[config.mk]
export PLATFORM = sky130hd
export DESIGN_NAME = mem_arbiter
export DESIGN_NICKNAME = d
export VERILOG_FILES = /design/src/rtl/mem_arbiter.sv
export SDC_FILE = /design/constraint.sdc
export NUM_CORES = 1
export LEC_CHECK = 0
export BUFFER_PORTS_ARGS = -buffer_cell sky130_fd_sc_hd__buf_2
export CAP_MARGIN = 40
export CORE_ASPECT_RATIO = 1.2
export CORE_UTILIZATION = 51
export CTS_CLUSTER_DIAMETER = 100
export DETAILED_ROUTE_END_ITERATION = 16
export PLACE_DENSITY = 0.94
export SLEW_MARGIN = 20
export SYNTH_ARGS = -nofsm -noshare
export SYNTH_HDL_FRONTEND = slang
export SYNTH_SLANG_ARGS = --single-unit
export TNS_END_PERCENT = 20
[constraint.sdc]
create_clock -name clk -period 4.4 [get_ports clk]
set_clock_uncertainty 0.2 [all_clocks]
set_input_delay 0.66 -clock clk [delete_from_list [all_inputs] [get_ports clk]]
set_output_delay 0.66 -clock clk [all_outputs]
set_load 0.01 [all_outputs]
[src/rtl/mem_arbiter.sv]
// Round-robin arbiter sharing one SRAM controller between the fetch and load/store ports.
// Registered outputs; rejects unmapped addresses and latches a sticky fault on controller timeout.
module mem_arbiter #(
   parameter int unsigned TIMEOUT = 64
) (
   input  logic        clk,
   input  logic        reset,
   input  logic        if_req,
   input  logic [31:0] if_addr,
   output logic [31:0] if_rdata,
   output logic        if_ack,
   output logic        if_err,
   input  logic        d_req,
   input  logic        d_rw,
   input  logic [31:0] d_addr,
   input  logic [1:0]  d_size,
   input  logic [31:0] d_wdata,
   output logic [31:0] d_rdata,
   output logic        d_ack,
   output logic        d_err,
   output logic [31:0] mem_address,
   output logic        mem_rw_req,
   output logic        mem_rw,
   output logic [31:0] mem_write_data,
   output logic [1:0]  mem_size,
   input  logic [31:0] mem_read_data,
   input  logic        mem_data_valid,
   output logic        fault
);

   localparam logic [1:0] S_IDLE = 2'd0;
   localparam logic [1:0] S_WAIT = 2'd1;
   localparam logic [1:0] S_GAP  = 2'd2;

   localparam logic GNT_IF = 1'b0;
   localparam logic GNT_D  = 1'b1;

   localparam logic [7:0] CNT_LAST = 8'(TIMEOUT - 1);

   logic [1:0]  state;
   logic        last_grant;
   logic        cur_grant;
   logic [7:0]  wait_cnt;

   logic        any_req;
   logic        sel_d;
   logic [31:0] sel_addr;
   logic        sel_reject;
   logic [1:0]  sel_size;

   // Round-robin: on a tie the port that did not win last time is chosen.
   always_comb begin
      any_req = if_req | d_req;
      if (if_req && d_req)
         sel_d = (last_grant == GNT_IF);
      else
         sel_d = d_req;
      sel_addr   = sel_d ? d_addr : if_addr;
      sel_reject = sel_addr[31] | fault;
      if (!sel_d)
         sel_size = 2'd2;
      else if (d_size == 2'd3)
         sel_size = 2'd2;
      else
         sel_size = d_size;
   end

   always_ff @(posedge clk) begin
      if (reset) begin
         state          <= S_IDLE;
         last_grant     <= GNT_IF;
         cur_grant      <= GNT_IF;
         wait_cnt       <= '0;
         fault          <= 1'b0;
         if_ack         <= 1'b0;
         if_err         <= 1'b0;
         if_rdata       <= '0;
         d_ack          <= 1'b0;
         d_err          <= 1'b0;
         d_rdata        <= '0;
         mem_address    <= '0;
         mem_rw_req     <= 1'b0;
         mem_rw         <= 1'b0;
         mem_write_data <= '0;
         mem_size       <= '0;
      end else begin
         mem_rw_req <= 1'b0;
         case (state)
            S_IDLE: begin
               if (any_req) begin
                  last_grant <= sel_d;
                  cur_grant  <= sel_d;
                  if (sel_reject) begin
                     if_ack   <= ~sel_d;
                     if_err   <= ~sel_d;
                     if_rdata <= '0;
                     d_ack    <= sel_d;
                     d_err    <= sel_d;
                     d_rdata  <= '0;
                     state    <= S_GAP;
                  end else begin
                     mem_address    <= sel_addr;
                     mem_rw         <= sel_d & d_rw;
                     mem_size       <= sel_size;
                     mem_write_data <= sel_d ? d_wdata : '0;
                     mem_rw_req     <= 1'b1;
                     wait_cnt       <= '0;
                     state          <= S_WAIT;
                  end
               end
            end

            S_WAIT: begin
               // A completion in the timeout cycle still counts as success.
               if (mem_data_valid) begin
                  if (cur_grant == GNT_D) begin
                     d_ack   <= 1'b1;
                     d_err   <= 1'b0;
                     d_rdata <= mem_rw ? '0 : mem_read_data;
                  end else begin
                     if_ack   <= 1'b1;
                     if_err   <= 1'b0;
                     if_rdata <= mem_read_data;
                  end
                  state <= S_GAP;
               end else if (wait_cnt == CNT_LAST) begin
                  if (cur_grant == GNT_D) begin
                     d_ack   <= 1'b1;
                     d_err   <= 1'b1;
                     d_rdata <= '0;
                  end else begin
                     if_ack   <= 1'b1;
                     if_err   <= 1'b1;
                     if_rdata <= '0;
                  end
                  fault <= 1'b1;
                  state <= S_GAP;
               end else begin
                  wait_cnt <= wait_cnt + 8'd1;
               end
            end

            S_GAP: begin
               if_ack   <= 1'b0;
               if_err   <= 1'b0;
               if_rdata <= '0;
               d_ack    <= 1'b0;
               d_err    <= 1'b0;
               d_rdata  <= '0;
               state    <= S_IDLE;
            end

            default: state <= S_IDLE;
         endcase
      end
   end

endmodule

==> flow_summary.toml, run 1 <==
[yosys]
syn_area_sq_um = 6090
synth_cells = 748
synthesis.nets = 888
synth_area_leaders = "dfxtp_1 49%, nand2_1 8.6%, o21ai_0 6.2%"
yosys_warnings = 0
synth-seq-cells = 148
yosysSeqAreaShare_pct = 48.6
ys_types = 42
async_reset_ff_share_pct = 0
synth_area_per_cell_sq_um = 8.15
synthTopCellsByCount = "148 x dfxtp_1, 139 x nand2_1, 76 x o21ai_0"
synth-edff-count = 0
ys.flop_type = "dfxtp_1"
synth_top_area_cell = "dfxtp_1"
netlist.area_leader.share_pct = 48.6
yosysMostFrequentCell = "dfxtp_1"

[floorplanning]
start_util_pct = 52.4
core_area_sq_um = 11600
rows = 43
fp.dieH_um = 122
die_x_um = 102
design.die.area_sq_um = 12400
ios = 273

[timing]
hold_viol = 0
period_needed_ns = 3.18
finalSetupTns_ns = 0
rsz0062_at_grt = "false"
finalMaxSlewViolations = 0
min_period_over_period_pct = 72.4
fin_hold_ws_ns = 0.247
tightestPinTransition_ns = 0.839
max_freq_mhz = 314
setup_violations = 0
finalWorstSetupSlack_ns = 1.22
max_slew_margin_pct = 43.7

[clock_tree]
cts_sinks = 148
cts_max_path_buffers = 2
htree_levels = 4
cts_tree = "built"
numCtsBuffers = 17
cts_root_buf = "clkbuf_16"
cts.clk_slew.worst_paths_ns = 0.07
clk-insertion-delay-late_ns = 0.41
postCtsSetupBuffers = 0
cts_resized = 0
holdBufCountCts = 0

[power]
p_leak_nw = 3.51
ir_drop_mv = 0.274
power.density_nw_per_um2 = 428

[worst_setup_path]
cpPeakStageDelay_ns = 0.71
end_kind = "flop"
critPathSlowestCell = "nand4_1"
reg2reg_to = "d_rdata[3]"
rr_worst_depth = 8
r2r_slack_ns = 1.22
worst-setup-path-type = "flop to flop"
critPathBufInv = 2
crit_path_cell_trace = "inv_1 -> ha_1 -> nor3b_1 -> mux2i_1 -> nand4_1 -> buf_4 -> nand3b_1 -> o21ai_0"
crit_arrival_ns = 3.25
cpLargestDelayFamily = "simple AND/OR/NAND/NOR gates"
cp-start-kind = "flop"
path_max_fanout = 46
reg2reg_from = "state[0]"
crit_required_ns = 4.47

[drt]
vias = 6311
wl_per_cell_um = 15.1
final_antenna_net_count = 0
routed_wirelength_um = 17400
drc = 0
via_per_inst = 5.46
first_pass_iters = 6
drt_iter0_drc = 440

[placed_design]
port_buffers = 272
dpl.hpwl_um = 12400
place_ws_ns = 1.14
gp_congestion = 0.849

[global_routing]
grt_pass1_vias = 5623
grt_antenna_before_repair = 0
grt_max_degree = 92
grt.overflow.total = 0
grt_usage_pct = 27.9
grt_pass1_wl_um = 26900

[finish]
syn2layout_area_growth_pct = 31.8
drive_above_1_share_pct = 32.7
fillers = 967
seq_area_sq_um = 2960
multi_input_area_sq_um = 2850
diodes = 0
nets = 1126

[worst_hold_path]
hold-path-cell-count = 2
min_to = "mem_write_data[9]"
hold_class = "flop to flop"
min_from = "mem_write_data[9]"

[job]
drv_cap = 0

[status]
status = "completed"
## state kept, by name, indices dropped and copies added, names as in the netlist
register        flops
fault               1
mem_rw_req          1
mem_address        32
mem_rw              1
mem_write_data     32
if_rdata           32
if_ack              1
d_ack               1
state               2
cur_grant           1
d_err               1
mem_size            2
if_err              1
d_rdata            32
wait_cnt            8
## logic make-up after synthesis
logic type	Yosys count	synth area share, %
and+or+nand+nor	354	28.2
muxes	2	0.349
buffers and inverters	70	4.93
DFF	148	48.6
AOI/OAI and AO/OA	170	17.1
adders and majority gates	4	0.821
## layer usage
layer | track usage, % | routed length [um] | up-vias
li1 | - | - | 3063
met1 | 32.3 | 6870 | 2879
met2 | 47.2 | 8690 | 323
met3 | 6.43 | 1250 | 46
met4 | 15.3 | 619 | 0
met5 | 0 | 0 | -
## cell type report
class	instances	area share, %
flip-flops and latches	148	36.9
well taps	157	2.45
multi-input cells	530	35.5
clock buffers	18	5.47
repair buffers	282	17.9
clock inverters	14	1.46
inverters	7	0.327
## cells in the final DEF (no fill, tap or decap), types with 2 or more instances in the layout
cell type / netlist / final
a211oi_1: 3 / 3
a21oi_1: 47 / 47
a311oi_1: 35 / 35
buf_2: 12 / 271
buf_4: 2 / 11
clkbuf_16: 0 / 17
clkinvlp_4: 0 / 6
dfxtp_1: 148 / 148
ha_1: 4 / 4
inv_1: 7 / 7
inv_6: 0 / 6
nand2_1: 139 / 139
nand2b_1: 36 / 36
nand3_1: 69 / 69
nand3b_1: 33 / 33
nand4_1: 2 / 2
nor2_1: 53 / 52
nor2b_1: 4 / 4
nor3b_1: 3 / 3
nor4_1: 2 / 2
o21ai_0: 76 / 76
o31ai_1: 2 / 2
## worst reg2reg max path, stage by stage (launching register included)
cell and delay [ns]:
dfxtp_1 0.38, inv_1 0.07, ha_1 0.34, nor3b_1 0.20, mux2i_1 0.38, nand4_1 0.71
buf_4 0.53, nand3b_1 0.14, o21ai_0 0.10
## metrics by stage
stage               cells  instance area (sq um)  utilization (%)  power, mW
global route         1156                   8030             69.1       3.60
floorplan             748                   6090                -       1.90
CTS                  1156                   8030             69.1       3.46
detailed placement   1124                   7480             64.3       2.12
global placement     1124                   7480             64.3       2.10
finish               1156                   8030             69.1       3.44
## power breakdown
group	switching, mW	leakage [nW]	total (mW)	internal (mW)
registers	0.0467	1.20	1.47	1.42
clock network	0.597	0.255	1.35	0.751
logic	0.403	2.05	0.623	0.220
## worst max path at each step
stage / slack, ns / end / from / depth (start not counted)
floorplan: 2.13 / wait_cnt[4] / d_req / 5
global placement: 1.17 / wait_cnt[3] / d_req / 7
detailed placement: 1.14 / wait_cnt[3] / d_req / 7
CTS: 1.20 / d_rdata[15] / state[0] / 8
global route: 0.86 / d_rdata[9] / state[0] / 8
finish: 1.22 / d_rdata[3] / state[0] / 8
No activity file was read; power rests on OpenSTA's default activity.
==> run 2: changes to the inputs <==
--- a/config.mk
+++ b/config.mk
@@ -5,13 +5,14 @@
 export SDC_FILE = /design/constraint.sdc
 export NUM_CORES = 1
 export LEC_CHECK = 0
+export ABC_AREA = 1
 export BUFFER_PORTS_ARGS = -buffer_cell sky130_fd_sc_hd__buf_2
 export CAP_MARGIN = 40
 export CORE_ASPECT_RATIO = 1.2
-export CORE_UTILIZATION = 51
+export CORE_UTILIZATION = 49
 export CTS_CLUSTER_DIAMETER = 100
 export DETAILED_ROUTE_END_ITERATION = 16
-export PLACE_DENSITY = 0.94
+export PLACE_DENSITY = 0.89
 export SLEW_MARGIN = 20
 export SYNTH_ARGS = -nofsm -noshare
 export SYNTH_HDL_FRONTEND = slang
==> constraint.sdc (replaced) <==
create_clock -name clk -period 3.1 [get_ports clk]
set_clock_uncertainty 0.2 [all_clocks]
set_input_delay 0.465 -clock clk [delete_from_list [all_inputs] [get_ports clk]]
set_output_delay 0.465 -clock clk [all_outputs]
set_load 0.01 [all_outputs]
==> run 2 against run 1 <==
Via count is 17% higher. Routed wire length is 13% higher. Sequential power increased by 61%. Utilization fell by 3.5 points. Combinational power increased to 2.9 times the previous value. Clock power increased by 59%. Hold slack lost 0.19 ns.
==> flow_summary.toml, run 2 <==
[yosys]
synth_cells = 1004
ys_types = 29
yosysSeqAreaShare_pct = 44.1
netlist.area_leader.share_pct = 44.1
synth_area_per_cell_sq_um = 6.69
ys.flop_type = "dfxtp_1"
synthTopCellsByCount = "278 x nand2_1, 199 x nor2_1, 148 x dfxtp_1"
syn_area_sq_um = 6720
yosysMostFrequentCell = "nand2_1"
synth-edff-count = 0
synthesis.nets = 1144
synth_top_area_cell = "dfxtp_1"
yosys_warnings = 0
synth_area_leaders = "dfxtp_1 44%, nand2_1 16%, nor2_1 11%"
synth-seq-cells = 148
async_reset_ff_share_pct = 0

[timing]
max_slew_margin_pct = 46.4
hold_viol = 0
min_period_over_period_pct = 79.4
setup_violations = 0
tightestPinTransition_ns = 0.803
rsz0062_at_grt = "false"
period_needed_ns = 2.46
finalSetupTns_ns = 0
max_freq_mhz = 406
finalMaxSlewViolations = 0
finalWorstSetupSlack_ns = 0.639

[placed_design]
dp.cells = 1386
port_buffers = 272
place_ws_ns = 0.643
dpl.hpwl_um = 14000
gp_congestion = 0.891

[global_routing]
busiest_layer = "met2"
grtUsageMet2_pct = 45.6
grt_pass1_vias = 6189
grt_antenna_before_repair = 3
grt_pass1_wl_um = 29500
grt_max_degree = 65
grt_usage_pct = 26.6
grtUsageMet3_pct = 6.89
use_met1_pct = 31.1
grt.overflow.total = 0

[finish]
final_cell_mix = "278 x nand2_1, 272 x buf_2, 199 x nor2_1"
nets = 1378
layoutNonFillerInstCount = 1421
drive_above_1_share_pct = 26.8
syn2layout_area_growth_pct = 29.8
fillers = 1181
layout_commonest_cell = "nand2_1"
fin_util_pct = 65.6

[floorplanning]
ios = 273
design.die.area_sq_um = 14200
die_x_um = 109
core_area_sq_um = 13300
fp.dieH_um = 130
rows = 46
start_util_pct = 50.5

[clock_tree]
cts_sinks = 148
cts_tree = "built"
htree_levels = 4
postCtsSetupBuffers = 0
cts_resized = 0
cts_max_path_buffers = 2
holdBufCountCts = 0
clk-insertion-delay-late_ns = 0.41
numCtsBuffers = 17
cts.clk_slew.worst_paths_ns = 0.07
cts_root_buf = "clkbuf_16"

[worst_hold_path]
hold_class = "input pin to flop"
min_from = "d_wdata[29]"

[status]
status = "completed"

[power]
power.density_nw_per_um2 = 720
p_leak_nw = 4.62
ir_drop_mv = 0.407

[drt]
drt_iter0_drc = 517
routed_wirelength_um = 19800
vias = 7382
drc = 0
final_antenna_net_count = 0
wl_per_cell_um = 13.9
via_per_inst = 5.19
first_pass_iters = 5

[worst_setup_path]
path_max_fanout = 44
critPathMostFrequentCell = "nand2_1"
reg2reg_from = "state[1]"
crit_path_cell_trace = "inv_1 -> ha_1 -> nand2_1 -> clkinv_1 -> buf_4 -> nand3_1 -> nand4_1 -> nand2_1 -> nor2_1"
critPathSlowestCell = "ha_1"
crit_required_ns = 3.25
crit_arrival_ns = 2.61
cp-start-kind = "flop"
worst-setup-path-type = "flop to flop"
cpPeakStageDelay_ns = 0.42
crit_path_start = "state[1]"
end_kind = "flop"

[job]
drv_cap = 0
==> run 2: cell count changes in the layout (fill, tap and decap cells not counted), moves of 9 or more <==
cell / previous run / this run
o21ai_0: 76 / 34
a21oi_1: 47 / 38
nand4_1: 2 / 36
inv_1: 7 / 38
a311oi_1: 35 / 0
nand3b_1: 33 / 1
nand3_1: 69 / 127
nand2_1: 139 / 278
nand2b_1: 36 / 0
nor2_1: 52 / 199
==> run 2: report_power, final <==
group / leakage [nW] / switching, mW / total (mW) / internal (mW)
clock network: 0.295 / 0.906 / 2.14 / 1.23
logic: 3.11 / 1.12 / 1.78 / 0.657
registers: 1.21 / 0.162 / 2.37 / 2.20
==> run 2: final timing paths <==
path / end / slack, ns / cells after the start
worst max-delay path: d_rdata[0] / 0.64 / 9
worst min-delay path: mem_write_data[29] / 0.06 / 3
worst max register to register: d_rdata[0] / 0.64 / 9
worst min register to register: mem_address[31] / 0.24 / 2
==> run 2: critical path, delay by kind of cell, from the launching register on <==
kind	cells	cell delay [ns]
fa+ha+maj	1	0.42
simple gates	5	0.89
buf+inv	3	0.57
flops	1	0.32
==> run 2: cell families (layout without fill, tap and decap cells) <==
kind of cell	count (synthesis)	in the layout	synth area share, %
AOI/OAI and AO/OA	84	84	6.72
adders and majority gates	4	4	0.745
buffers and inverters	119	366	7.99
DFF	148	148	44.1
other	0	2	0
and+or+nand+nor	649	649	40.4
==> run 2: layout make-up <==
cell class	count	area (sq um)	share of cell area, %
multi-input combinational	737	3230	37.0
sequential	148	2960	34.0
timing repair buffer	289	1530	17.6
clock buffer	18	429	4.92
tap	168	210	2.41
clock inverter	14	183	2.09
inverter	45	171	1.97
antenna	2	5.00	0.0574
==> run 2: per-stage QoR <==
step	hold slack [ns]	total power [mW]	instance area, sq um
after global routing	0.0505	6.65	8720
after detailed placement	0.242	4.16	8080
after CTS	0.0489	6.29	8690
after floorplan	0.254	3.58	6720
final	0.0606	6.28	8720
after global placement	0.230	4.11	8060
==> run 2: layer usage <==
| layer | wire (um) | up-vias |
|---|---|---|
| li1 | - | 3691 |
| met1 | 7670 | 3262 |
| met2 | 9820 | 389 |
| met3 | 1650 | 38 |
| met4 | 602 | 2 |
| met5 | 13 | - |
==> run 3: changes to the inputs <==
==> constraint.sdc (replaced) <==
create_clock -name clk -period 2.6 [get_ports clk]
set_clock_uncertainty 0.2 [all_clocks]
set_input_delay 0.39 -clock clk [delete_from_list [all_inputs] [get_ports clk]]
set_output_delay 0.39 -clock clk [all_outputs]
set_load 0.01 [all_outputs]
==> run 3 against run 2 <==
Critical path depth stayed put. Hold slack worse by 0.049 ns. Fmax is 2.4% higher. Sequential cell count stayed put. Clock power is 20% higher. Global-route usage is 2.5 points higher. Cell count is 2.6% higher. Highest routed layer unchanged.
==> flow_summary.toml, run 3 (synthesis gave the netlist of run 2 again) <==
[power]
p_sw_share_pct = 35.2
pwr-share-clk_pct = 33.6
comb_power_share_pct = 29.2
power_switching_mw = 2.67
power.density_nw_per_um2 = 835
p_int_mw = 4.92
ir_drop_mv = 0.442
power_frac_seq_pct = 37.2
p_leak_nw = 4.77

[finish]
seq_area_sq_um = 2960
layout_commonest_cell = "nand2_1"
fillers = 1065
fin_area_sq_um = 9100
syn2layout_area_growth_pct = 35.4
nets = 1415
multi_input_area_sq_um = 3230
drive_above_1_share_pct = 26.5
final_cell_mix = "278 x nand2_1, 272 x buf_2, 199 x nor2_1"

[job]
drv_cap = 0

[worst_setup_path]
critPathSlowestCell = "nor2_4"
path_max_fanout = 33
crit_arrival_ns = 2.55
crit_path_cell_trace = "inv_1 -> ha_1 -> inv_1 -> nor2_2 -> nand2_1 -> nand2_1 -> nor2_4 -> nor2_1 -> nor2_1"
cp-start-kind = "flop"
worst-setup-path-type = "flop to flop"
end_kind = "flop"
crit_required_ns = 2.74
cpPeakStageDelay_ns = 0.64

[drt]
drc = 0
first_pass_iters = 8
drt_iter0_drc = 683
wl_per_cell_um = 14.7
final_antenna_net_count = 0
vias = 7735
via_per_inst = 5.31
routed_wirelength_um = 21500

[timing]
setup_violations = 0
hold_viol = 0
tightestPinTransition_ns = 0.787
min_period_over_period_pct = 92.4
rsz0062_at_grt = "false"
max_slew_margin_pct = 47.4
max_freq_mhz = 416
period_needed_ns = 2.40
finalSetupTns_ns = 0
finalMaxSlewViolations = 0

[floorplanning]
core_area_sq_um = 13300
die_x_um = 109
start_util_pct = 50.5
ios = 273
design.die.area_sq_um = 14200
fp.dieH_um = 130
rows = 46

[placed_design]
port_buffers = 272
place_area_sq_um = 8160
dpl.hpwl_um = 14400
gp_congestion = 0.843

[global_routing]
grt_antenna_before_repair = 2
grt_max_degree = 51
grt_pass1_vias = 6838
grt_pass1_wl_um = 32300
grt_usage_pct = 29.1
grt.overflow.total = 0

[clock_tree]
htree_levels = 4
cts_tree = "built"
cts_max_path_buffers = 2
cts_sinks = 148
clk-insertion-delay-late_ns = 0.42
cts_resized = 0
cts.clk_slew.worst_paths_ns = 0.07
numCtsBuffers = 17
cts_root_buf = "clkbuf_16"

[status]
status = "completed"

[worst_hold_path]
hold_class = "input pin to flop"
## run 3: cell count changes in the layout (fill, tap and decap cells not counted)
cell           delta
clkinv_8          +1
clkbuf_1          -1
buf_4             +4
buf_12            +1
dlygate4sd3_1    +32
clkinv_4          +3
inv_8             -3
## run 3: routing by layer
| layer | vias to the layer above | track usage, % | wire, um |
|---|---|---|---|
| li1 | 3761 | - | - |
| met3 | 84 | 7.04 | 1710 |
| met1 | 3463 | 32.9 | 8120 |
| met2 | 425 | 49.4 | 10600 |
| met4 | 2 | 17.3 | 980 |
| met5 | - | 0 | 13 |
## run 3: final cells by class
| cell class | instances | share of cell area (%) |
|---|---|---|
| sequential | 148 | 32.6 |
| clock inverter | 15 | 2.10 |
| timing repair buffer | 326 | 20.9 |
| clock buffer | 17 | 4.68 |
| multi-input combinational | 737 | 35.5 |
| inverter | 45 | 1.88 |
| antenna | 2 | 0.0550 |
| tap | 168 | 2.31 |
## run 3: critical path, delay by kind of cell (launching register included)
family / cells / cell delay [ns]
adder cells (fa/ha/maj): 1 / 0.25
buffers and inverters: 2 / 0.25
flip-flops: 1 / 0.36
AND/OR/NAND/NOR: 6 / 1.27
## run 3: what timing repair did
| item | CTS | global route |
|---|---|---|
| endpoints found under the hold margin | 32 | 0 |
| buffers inserted | 0 | 0 |
| hold buffers | 32 | 0 |
## run 3: path summary, 6_finish.rpt
check	from	end	slack (ns)	cells past startpoint
worst max-delay path	state[1]	d_rdata[21]	0.20	9
worst min register to register	mem_address[31]	mem_address[31]	0.24	2
worst min-delay path	d_wdata[10]	mem_write_data[10]	0.01	3
worst max register to register	state[1]	d_rdata[21]	0.20	9
## run 3: through the flow
| step | hold WS [ns] | power (mW) | utilization, % | instances | setup slack (ns) |
|---|---|---|---|---|---|
| after floorplan | 0.254 | 4.26 | - | 1004 | 0.812 |
| after CTS | 0.00846 | 7.58 | 68.4 | 1456 | 0.206 |
| after detailed placement | 0.236 | 5.00 | 61.3 | 1392 | 0.274 |
| after global placement | 0.229 | 4.92 | 61.1 | 1391 | 0.341 |
| after global routing | 0.0184 | 8.01 | 68.4 | 1457 | 0.0589 |
| final | 0.0119 | 7.60 | 68.4 | 1458 | 0.197 |
## run 3: power groups by stage
| stage | Combinational (mW) | Clock (mW) | Sequential, mW |
|---|---|---|---|
| after detailed placement | 2.14 | 0 | 2.87 |
| after global routing | 2.48 | 2.67 | 2.86 |
| after global placement | 2.07 | 0 | 2.85 |
| final | 2.22 | 2.56 | 2.82 |
| after floorplan | 1.25 | 0 | 3.01 |
| after CTS | 2.20 | 2.57 | 2.82 |
